`src/rtl/fpu_issue_ctrl.sv`:
```
// Issue stage for the combinational FP32 add/sub unit: request FIFO feeding the FPU operand
// ports, a valid/ready response register capturing its result, and sticky status flags.
module fpu_issue_ctrl #(
  parameter int unsigned DEPTH  = 4,
  parameter int unsigned DATA_W = 32
) (
  input  logic                       i_clk,
  input  logic                       i_rst,
  input  logic                       i_req_valid,
  output logic                       o_req_ready,
  input  logic                       i_req_add_sub,
  input  logic [DATA_W-1:0]          i_req_a,
  input  logic [DATA_W-1:0]          i_req_b,
  output logic                       o_fpu_add_sub,
  output logic [DATA_W-1:0]          o_fpu_a,
  output logic [DATA_W-1:0]          o_fpu_b,
  input  logic [DATA_W-1:0]          i_fpu_s,
  input  logic                       i_fpu_ov_flag,
  input  logic                       i_fpu_un_flag,
  output logic                       o_rsp_valid,
  input  logic                       i_rsp_ready,
  output logic [DATA_W-1:0]          o_rsp_s,
  output logic                       o_rsp_ov_flag,
  output logic                       o_rsp_un_flag,
  input  logic                       i_flag_clr,
  output logic                       o_sticky_ov,
  output logic                       o_sticky_un,
  output logic [$clog2(DEPTH+1)-1:0] o_count
);

  localparam int unsigned PTR_W   = $clog2(DEPTH);
  localparam int unsigned CNT_W   = $clog2(DEPTH+1);
  localparam int unsigned ENTRY_W = 2 * DATA_W + 1;

  logic [ENTRY_W-1:0] mem [DEPTH];
  logic [PTR_W:0]     wr_ptr_q, rd_ptr_q;
  logic [PTR_W:0]     fill;
  logic               empty, push, pop;
  logic [ENTRY_W-1:0] head;

  logic              rsp_valid_q;
  logic [DATA_W-1:0] rsp_s_q;
  logic              rsp_ov_q, rsp_un_q;
  logic              sticky_ov_q, sticky_un_q;

  // Extra pointer bit makes the difference span 0..DEPTH without ambiguity.
  assign fill        = wr_ptr_q - rd_ptr_q;
  assign o_count     = CNT_W'(fill);
  assign empty       = (fill == '0);
  assign o_req_ready = (o_count != CNT_W'(DEPTH));
  assign push        = i_req_valid && o_req_ready;
  assign pop         = !empty && (!rsp_valid_q || i_rsp_ready);

  assign head          = mem[rd_ptr_q[PTR_W-1:0]];
  assign o_fpu_add_sub = empty ? 1'b0 : head[ENTRY_W-1];
  assign o_fpu_a       = empty ? '0 : head[2*DATA_W-1:DATA_W];
  assign o_fpu_b       = empty ? '0 : head[DATA_W-1:0];

  assign o_rsp_valid   = rsp_valid_q;
  assign o_rsp_s       = rsp_s_q;
  assign o_rsp_ov_flag = rsp_ov_q;
  assign o_rsp_un_flag = rsp_un_q;
  assign o_sticky_ov   = sticky_ov_q;
  assign o_sticky_un   = sticky_un_q;

  // Storage is never read while empty, so it carries no reset.
  always_ff @(posedge i_clk) begin
    if (push) begin
      mem[wr_ptr_q[PTR_W-1:0]] <= {i_req_add_sub, i_req_a, i_req_b};
    end
  end

  always_ff @(posedge i_clk) begin
    if (i_rst) begin
      wr_ptr_q    <= '0;
      rd_ptr_q    <= '0;
      rsp_valid_q <= 1'b0;
      rsp_s_q     <= '0;
      rsp_ov_q    <= 1'b0;
      rsp_un_q    <= 1'b0;
      sticky_ov_q <= 1'b0;
      sticky_un_q <= 1'b0;
    end else begin
      if (push) begin
        wr_ptr_q <= wr_ptr_q + (PTR_W+1)'(1);
      end
      if (pop) begin
        rd_ptr_q    <= rd_ptr_q + (PTR_W+1)'(1);
        rsp_valid_q <= 1'b1;
        rsp_s_q     <= i_fpu_s;
        rsp_ov_q    <= i_fpu_ov_flag;
        rsp_un_q    <= i_fpu_un_flag;
      end else if (i_rsp_ready) begin
        rsp_valid_q <= 1'b0;
      end
      // A flag raised by this cycle's pop survives a simultaneous clear.
      if (i_flag_clr) begin
        sticky_ov_q <= pop && i_fpu_ov_flag;
        sticky_un_q <= pop && i_fpu_un_flag;
      end else begin
        sticky_ov_q <= sticky_ov_q || (pop && i_fpu_ov_flag);
        sticky_un_q <= sticky_un_q || (pop && i_fpu_un_flag);
      end
    end
  end

endmodule

```
`config.mk`:
```
export PLATFORM = sky130hd
export DESIGN_NAME = fpu_issue_ctrl
export DESIGN_NICKNAME = d
export VERILOG_FILES = /design/src/rtl/fpu_issue_ctrl.sv
export SDC_FILE = /design/constraint.sdc
export NUM_CORES = 1
export LEC_CHECK = 0
export ABC_AREA = 1
export CAP_MARGIN = 20
export CORE_UTILIZATION = 35
export CTS_BUF_LIST = sky130_fd_sc_hd__clkbuf_2 sky130_fd_sc_hd__clkbuf_4 sky130_fd_sc_hd__clkbuf_8
export CTS_CLUSTER_DIAMETER = 50
export DETAILED_ROUTE_END_ITERATION = 10
export GPL_TIMING_DRIVEN = 0
export SLEW_MARGIN = 30
export SYNTH_ARGS = -nofsm -noshare
export SYNTH_HDL_FRONTEND = slang
export SYNTH_SLANG_ARGS = --single-unit
```
`constraint.sdc`:
```
create_clock -name i_clk -period 5 [get_ports i_clk]
set_clock_uncertainty 0.15 [all_clocks]
set_input_delay 1.25 -clock i_clk [delete_from_list [all_inputs] [get_ports i_clk]]
set_output_delay 1.25 -clock i_clk [all_outputs]
set_load 0.02 [all_outputs]
```
======== Word level (Yosys, flattened, before mapping) ========
Memory sizes are Yosys's and may differ from the RTL's. A register that Yosys moved wholly into a read port is not among the register bits.
Index checks and enable logic that the tools add are counted.
cells by class
  reduce and logical (&&, ||, !) cells .... 11
  mux-type cells .......................... 11
  eq/ne operators ......................... 1
  add/subtract/negate cells ............... 3
operator list
  kind                                                            count
  32-bit two-way mux                                              2
  1-bit two-way mux                                               7
  3-bit by 1-bit adder with 3-bit output (second input constant)  2
  1-bit logical AND                                               4
  2-bit two-way mux                                               2
  3-bit zero test                                                 1
  1-bit logical OR                                                3
  3-bit != test (second input constant)                           1
  3-bit subtractor                                                1
  1-bit zero test                                                 2
  2-bit nonzero test                                              1
word-level totals
  input port bits ......................... 104
  bits in registers ....................... 43
  word-level logic and storage cells ...... 35
  bits in writable memories ............... 260
  output and inout bits ................... 106
  memories kept ........................... 1
memory list
  memory  words  bits a word  read ports  clocked after Yosys merged registers in  wr ports  RTL line  source
  mem     4      65           1           1                                        1         35        logic [ENTRY_W-1:0] mem [DEPTH];

======== Longest topological paths before layout ========
  depth after elaboration ................. 7
  mapped depth ............................ 12
  depth with buffers taken out ............ 12

======== Worst setup path before layout ========
Ideal clock, no wire load.
  kind .................................... register -> register
  start ................................... reg wr_ptr_q[0]
  end ..................................... mem mem[0][0] (netlist name), enable pin
  library setup time ...................... 489 ps
  path buffers ............................ 0
  setup slack ............................. -139 ps
  period minus slack after synthesis ...... 5,139 ps
  stages on the path, launching flop included .. 11
  required time ........................... 4,361 ps
  arrival time ............................ 4,501 ps
  path through ............................ dfxtp_1 inv_1 ha_1 fa_1 inv_1 nand2_1 nand2_1 nand2_1 nand3_1 nand2_1 nor2_1
between the ends
  word-level cells in the longest chain between the ends .. 5
ends and longest elaborated chain
  element                                  RTL line  source
  from (decl)                              36        logic [PTR_W:0] wr_ptr_q, rd_ptr_q;
  from (signal assigned)                   85        wr_ptr_q <= wr_ptr_q + (PTR_W+1)'(1);
  3-bit subtractor                         47        assign fill = wr_ptr_q - rd_ptr_q;
  3-bit != test                            50        assign o_req_ready = (o_count != CNT_W'(DEPTH));
  via o_req_ready                          10        output logic o_req_ready,
  1-bit logical AND                        51        assign push = i_req_valid && o_req_ready;
  1-bit two-way mux                        68        if (push) begin
  1-bit two-way mux (not written as such)  69        mem[wr_ptr_q[PTR_W-1:0]] <= {i_req_add_sub, i_req_a, i_req_b};
  to (decl)                                35
The timed path passes the listed nets, and every way through them passes these cells.

======== Final worst setup path ========
  start ................................... reg wr_ptr_q[0]
  end ..................................... out o_fpu_b[1]
between the ends
  word-level cells in the longest chain between the ends .. 3
ends and longest elaborated chain
  element             RTL line  source
  3-bit subtractor    47
  3-bit zero test     49        assign empty = (fill == '0);
  32-bit two-way mux  57        assign o_fpu_b = empty ? '0 : head[DATA_W-1:0];
  to (decl)           16        output logic [DATA_W-1:0] o_fpu_b,
No other way between the ends.

==> summary.md <==
For this block, the routed nets add up to 29.27 mm of wire. The fraction of met1 tracks used by global routing was 20.62%. The logic gate share of total power is 47.3%, and the via density per instance is 4.711.

The tools report the post-CTS setup-driven buffer insertion count as 0. The tools report the net count after synthesis as 1075. The final number of hold-violating endpoints is 0, and the maximum clock insertion buffer count is 3. The die is 188.2 um wide.

Global routing consumed, on the met2 layer, 27.43% of the routing resources. At the pin with the least slew margin, the transition time is 0.6676 ns. The run gives 3084 as the filler cell count in the final layout. The setup violation total in the final timing report is 0. The logs give 45.48 mm for the global-route wire length before repair and 5 for the total iterations of the first detailed-routing run.

For the total negative slack for setup checks, the log shows 0 ns. The worst register-to-register path has a setup slack of 1.61 ns. Dividing the detail-routed wire length by the instance count gives 16.90 um. The signal on the critical path passes through inv_1 > ha_1 > fa_1 > nand2_1 > inv_1 > nand3_4 > buf_6 > buf_2 > nand2_1 > inv_1 > clkdlybuf4s50_1. The floorplan die height is 188.2 um. Per report_power, the sequential group accounts for 31.9% of the total. The logs give 0 for the count of antenna-violating nets left after detailed routing and 0 for the number of gates given a new drive strength after cts. The maximum frequency from static timing analysis came out at 0.2131 GHz.

Proportion of layout cells with a drive suffix above 1: 10.61%. By instance count, the cell type seen most on the critical path is sky130_fd_sc_hd__inv_1. The placed instance area was 0.01519 mm2.

The worst hold path was traced through 2 stages. Post-synthesis register bit count: 305. Summing all non-filler instances in the final layout gives an area of 0.01624 mm2. The endpoint identified for the worst register-to-register timing path is mem[1][7]. The path class of the tightest hold or removal check is flop to flop.

Setup repair after global routing left no endpoint under its margin. The cell count after synthesis came out at 964. The largest single stage delay on the critical path is 0.61 ns. The setup slack of the critical path after layout is 0.3083 ns. The cell at the root of the clock tree is sky130_fd_sc_hd__clkbuf_8. The number of global-route vias before repair is 8350.

The total power draw was 10.80 mW. The end point of the most critical hold path is o_sticky_ov. In this run the critical register-to-register path is launched from wr_ptr_q[0]. Summed over all nets, the switching power comes to 4.159 mW.

TritonCTS created 52 clock buffers. The combined buffer and inverter count along the critical path was 6. The global routing stage identified its most utilized layer as met2. The detailed router placed 8159 vias in this run. Max-cap violations in this run came to 0.

The area of the placeable core was 0.03387 mm2; the level count of the clock H-tree was 2. Data arrives at the worst endpoint at 3.29 ns. Across the VDD grid, the largest voltage drop is 426.4 uV. For the sequential share of the synthesized area, the log shows 71.73%. The internal portion of the total power is 6.639 mW. In this run the most critical hold path is launched from o_sticky_ov. The total global routing overflow is 0. The run gives 20.8% as the clock share of power. STA classifies the critical path endpoint as a primary output.

In this run, post-CTS hold repair placed 0 buffers. Clock-pin slew on the worst setup and hold paths: 0.06 ns. The smallest clock period supported by the final layout is computed as 4.692 ns. The clock drives 305 sinks. TritonCTS built the clock tree. Counting distinct cell types in the post-synthesis netlist gives 24. The critical path launch point type is a flop. The kind of cell with the highest combined delay along the critical path is buffers and inverters.

The worst pin sits at a relative slew slack of 55.39%. The post-synthesis area per instance works out to 12.59 um2. The library cell occupying the most area in the post-synthesis netlist is sky130_fd_sc_hd__edfxtp_1.

Maximum number of pins on one net before global-route repair: 21. By area the synthesized netlist is led by sky130_fd_sc_hd__edfxtp_1 64%, sky130_fd_sc_hd__dfxtp_1 7.4%, sky130_fd_sc_hd__mux2i_1 5.4%, sky130_fd_sc_hd__nor2_1 4.4%, sky130_fd_sc_hd__nand2_1 3.6%. The mapped netlist covers 0.01214 mm2. After the last flow step, the layout net total stands at 1351. 210 I/O pins were placed. The number of max-slew violations in the final report was 0; the period utilization was 93.83%. For met3 alone, demand over resource in global routing was 5.029%. The Yosys step of the flow raised 0 warnings. The total power divided by cell area is 664.8 mW/mm2, and the weighted congestion at the end of routability-driven global placement is 0.7555. The total routing resource utilization after global routing is 16.47%, and the leakage power summed over all cells is 6.168 nW. The largest individual stage delay along the critical path comes from the cell sky130_fd_sc_hd__clkdlybuf4s50_1.

In this run the core area contains 67 standard-cell rows. On the final layout, the worst hold slack is 0.3198 ns. The floorplan step defined a die boundary enclosing 0.03544 mm2. OpenSTA, run right after detailed placement, puts the worst setup slack at 0.8597 ns. The violation count after the first detailed-route iteration is 429. Detailed placement ended at an HPWL of 19.26 mm.

At the later pin of the worst-skew pair, clock insertion delay measures 0.57 ns. The initial cell density of the core was 35.85%; the number of buffers inserted by port buffering was 208. Net switching is 38.52% of the power.

The largest fanout on the critical path was 10; the top-area cell type share of the netlist area was 64.31%. The area growth from synthesis to layout is 33.78%. The detailed-route DRC error count is 0, and the number of antenna violations at the first check in global routing is 3. The flow ran to the end, and the final reports show no timing, DRC or antenna violations. Depth of the most critical reg-to-reg path: 12. The type of the worst setup path was flop to primary output. The required time reported for the critical path endpoint is 3.60 ns.
[synth_stat cells]
library cell / instances
sky130_fd_sc_hd__ha_1: 6
sky130_fd_sc_hd__nand2_2: 2
sky130_fd_sc_hd__nand2_1: 117
sky130_fd_sc_hd__o21ai_0: 65
sky130_fd_sc_hd__fa_1: 1
sky130_fd_sc_hd__buf_4: 3
sky130_fd_sc_hd__buf_6: 2
sky130_fd_sc_hd__edfxtp_1: 260
sky130_fd_sc_hd__inv_2: 2
sky130_fd_sc_hd__mux2i_1: 65
sky130_fd_sc_hd__clkbuf_1: 18
sky130_fd_sc_hd__nand3_2: 1
sky130_fd_sc_hd__buf_2: 25
sky130_fd_sc_hd__nand3_4: 1
sky130_fd_sc_hd__buf_1: 9
sky130_fd_sc_hd__nand3_1: 8
sky130_fd_sc_hd__o22ai_1: 65
sky130_fd_sc_hd__inv_1: 83
sky130_fd_sc_hd__nor2_1: 143
sky130_fd_sc_hd__a21oi_1: 6
sky130_fd_sc_hd__dfxtp_1: 45
sky130_fd_sc_hd__xor2_1: 2
sky130_fd_sc_hd__nand3b_1: 34
sky130_fd_sc_hd__o21ai_1: 1
[power by group through the flow]
stage / Combinational, mW / Sequential [mW] / Clock (mW)
after floorplan: 2.71 / 3.64 / 0
after detailed placement: 5.18 / 3.49 / 0
after CTS: 5.20 / 3.45 / 2.30
final: 5.11 / 3.44 / 2.24
after global placement: 4.98 / 3.55 / 0
after global routing: 5.57 / 3.48 / 2.41
[layout by cell type, fill, tap and decap left out]
| master | n |
|---|---|
| sky130_fd_sc_hd__a21oi_1 | 6 |
| sky130_fd_sc_hd__buf_1 | 9 |
| sky130_fd_sc_hd__buf_16 | 13 |
| sky130_fd_sc_hd__buf_2 | 25 |
| sky130_fd_sc_hd__buf_4 | 3 |
| sky130_fd_sc_hd__buf_6 | 2 |
| sky130_fd_sc_hd__buf_8 | 1 |
| sky130_fd_sc_hd__bufinv_16 | 3 |
| sky130_fd_sc_hd__clkbuf_1 | 18 |
| sky130_fd_sc_hd__clkbuf_4 | 16 |
| sky130_fd_sc_hd__clkbuf_8 | 53 |
| sky130_fd_sc_hd__clkdlybuf4s50_1 | 208 |
| sky130_fd_sc_hd__clkinv_1 | 14 |
| sky130_fd_sc_hd__clkinv_2 | 7 |
| sky130_fd_sc_hd__clkinv_4 | 1 |
| sky130_fd_sc_hd__clkinvlp_4 | 2 |
| sky130_fd_sc_hd__dfxtp_1 | 45 |
| sky130_fd_sc_hd__diode_2 | 2 |
| sky130_fd_sc_hd__edfxtp_1 | 260 |
| sky130_fd_sc_hd__fa_1 | 1 |
| sky130_fd_sc_hd__ha_1 | 6 |
| sky130_fd_sc_hd__inv_1 | 83 |
| sky130_fd_sc_hd__inv_2 | 2 |
| sky130_fd_sc_hd__mux2i_1 | 65 |
| sky130_fd_sc_hd__nand2_1 | 117 |
| sky130_fd_sc_hd__nand2_2 | 2 |
| sky130_fd_sc_hd__nand3_1 | 8 |
| sky130_fd_sc_hd__nand3_2 | 1 |
| sky130_fd_sc_hd__nand3_4 | 1 |
| sky130_fd_sc_hd__nand3b_1 | 34 |
| sky130_fd_sc_hd__nor2_1 | 139 |
| sky130_fd_sc_hd__nor2_4 | 4 |
| sky130_fd_sc_hd__o21ai_0 | 65 |
| sky130_fd_sc_hd__o21ai_1 | 1 |
| sky130_fd_sc_hd__o22ai_1 | 65 |
| sky130_fd_sc_hd__xor2_1 | 2 |
[kinds of logic (layout without fill, tap and decap cells)]
group / after synthesis / after routing / share of synthesized area [%]
buffers and inverters: 142 / 460 / 4.864
other: 0 / 2 / 0
XOR/XNOR: 2 / 2 / 0.1443
AND/OR/NAND/NOR: 306 / 306 / 10.80
AO/OA/AOI/OAI: 137 / 137 / 6.318
flip-flops: 305 / 305 / 71.73
multiplexers: 65 / 65 / 5.359
adder cells (fa/ha/maj): 7 / 7 / 0.7833
[flip-flops by register name (all words and copies together), names as in the netlist, named ones only]
register	count
o_sticky_un	1
rd_ptr_q	3
o_rsp_valid	1
o_rsp_un_flag	1
o_sticky_ov	1
o_rsp_s	32
mem	260
o_rsp_ov_flag	1
wr_ptr_q	3
[worst reg2reg max path, cell delays in order (launching register included)]
cell and delay, ns:
sky130_fd_sc_hd__dfxtp_1 0.40, sky130_fd_sc_hd__inv_1 0.10, sky130_fd_sc_hd__ha_1 0.21, sky130_fd_sc_hd__fa_1 0.41
sky130_fd_sc_hd__inv_1 0.11, sky130_fd_sc_hd__nand2_1 0.07, sky130_fd_sc_hd__nand2_1 0.07, sky130_fd_sc_hd__nand2_1 0.05
sky130_fd_sc_hd__nand3_1 0.15, sky130_fd_sc_hd__nand2_1 0.29, sky130_fd_sc_hd__nor2_4 0.61, sky130_fd_sc_hd__buf_16 0.24
sky130_fd_sc_hd__buf_16 0.20
[routing by layer]
metal	vias up	part of all wire, %	wire length (um)
met2	273	47	13880
met3	49	8.9	2611
met5	-	0.038	11
met4	2	1.8	527
li1	3958	-	-
met1	3877	42	12240
[metrics by stage]
step,instances,util [%]
floorplan,964,-
global placement,1620,43.65
detailed placement,1634,44.84
CTS,1730,47.94
global route,1730,47.94
finish,1732,47.96
[area by class of cell]
type,count,area (um2),share of cell area [%]
diodes,2,5.005,0.03081
inverters,85,319.1,1.964
clock inverters,27,201.4,1.240
repair buffers,222,2455,15.11
multi-input cells,517,2872,17.68
well taps,448,560.5,3.451
plain buffers,57,271.5,1.672
flip-flops and latches,305,8708,53.62
clock buffers,69,849.6,5.231
[worst max-delay path by stage]
stage           startpoint           to  slack, ns  depth (start not counted)
6_report       wr_ptr_q[0]   o_fpu_b[1]       0.31                         11
5_1_grt        wr_ptr_q[0]   o_fpu_b[1]       0.07                         11
4_1_cts        wr_ptr_q[0]  o_fpu_b[28]       0.24                         11
3_5_place_dp   wr_ptr_q[0]  o_fpu_b[28]       0.86                         11
3_3_place_gp   i_req_valid    mem[0][3]      -2.75                          3
2_1_floorplan  wr_ptr_q[0]    mem[0][0]      -0.14                         10
Note: power is estimated with default switching activity, not from simulation.
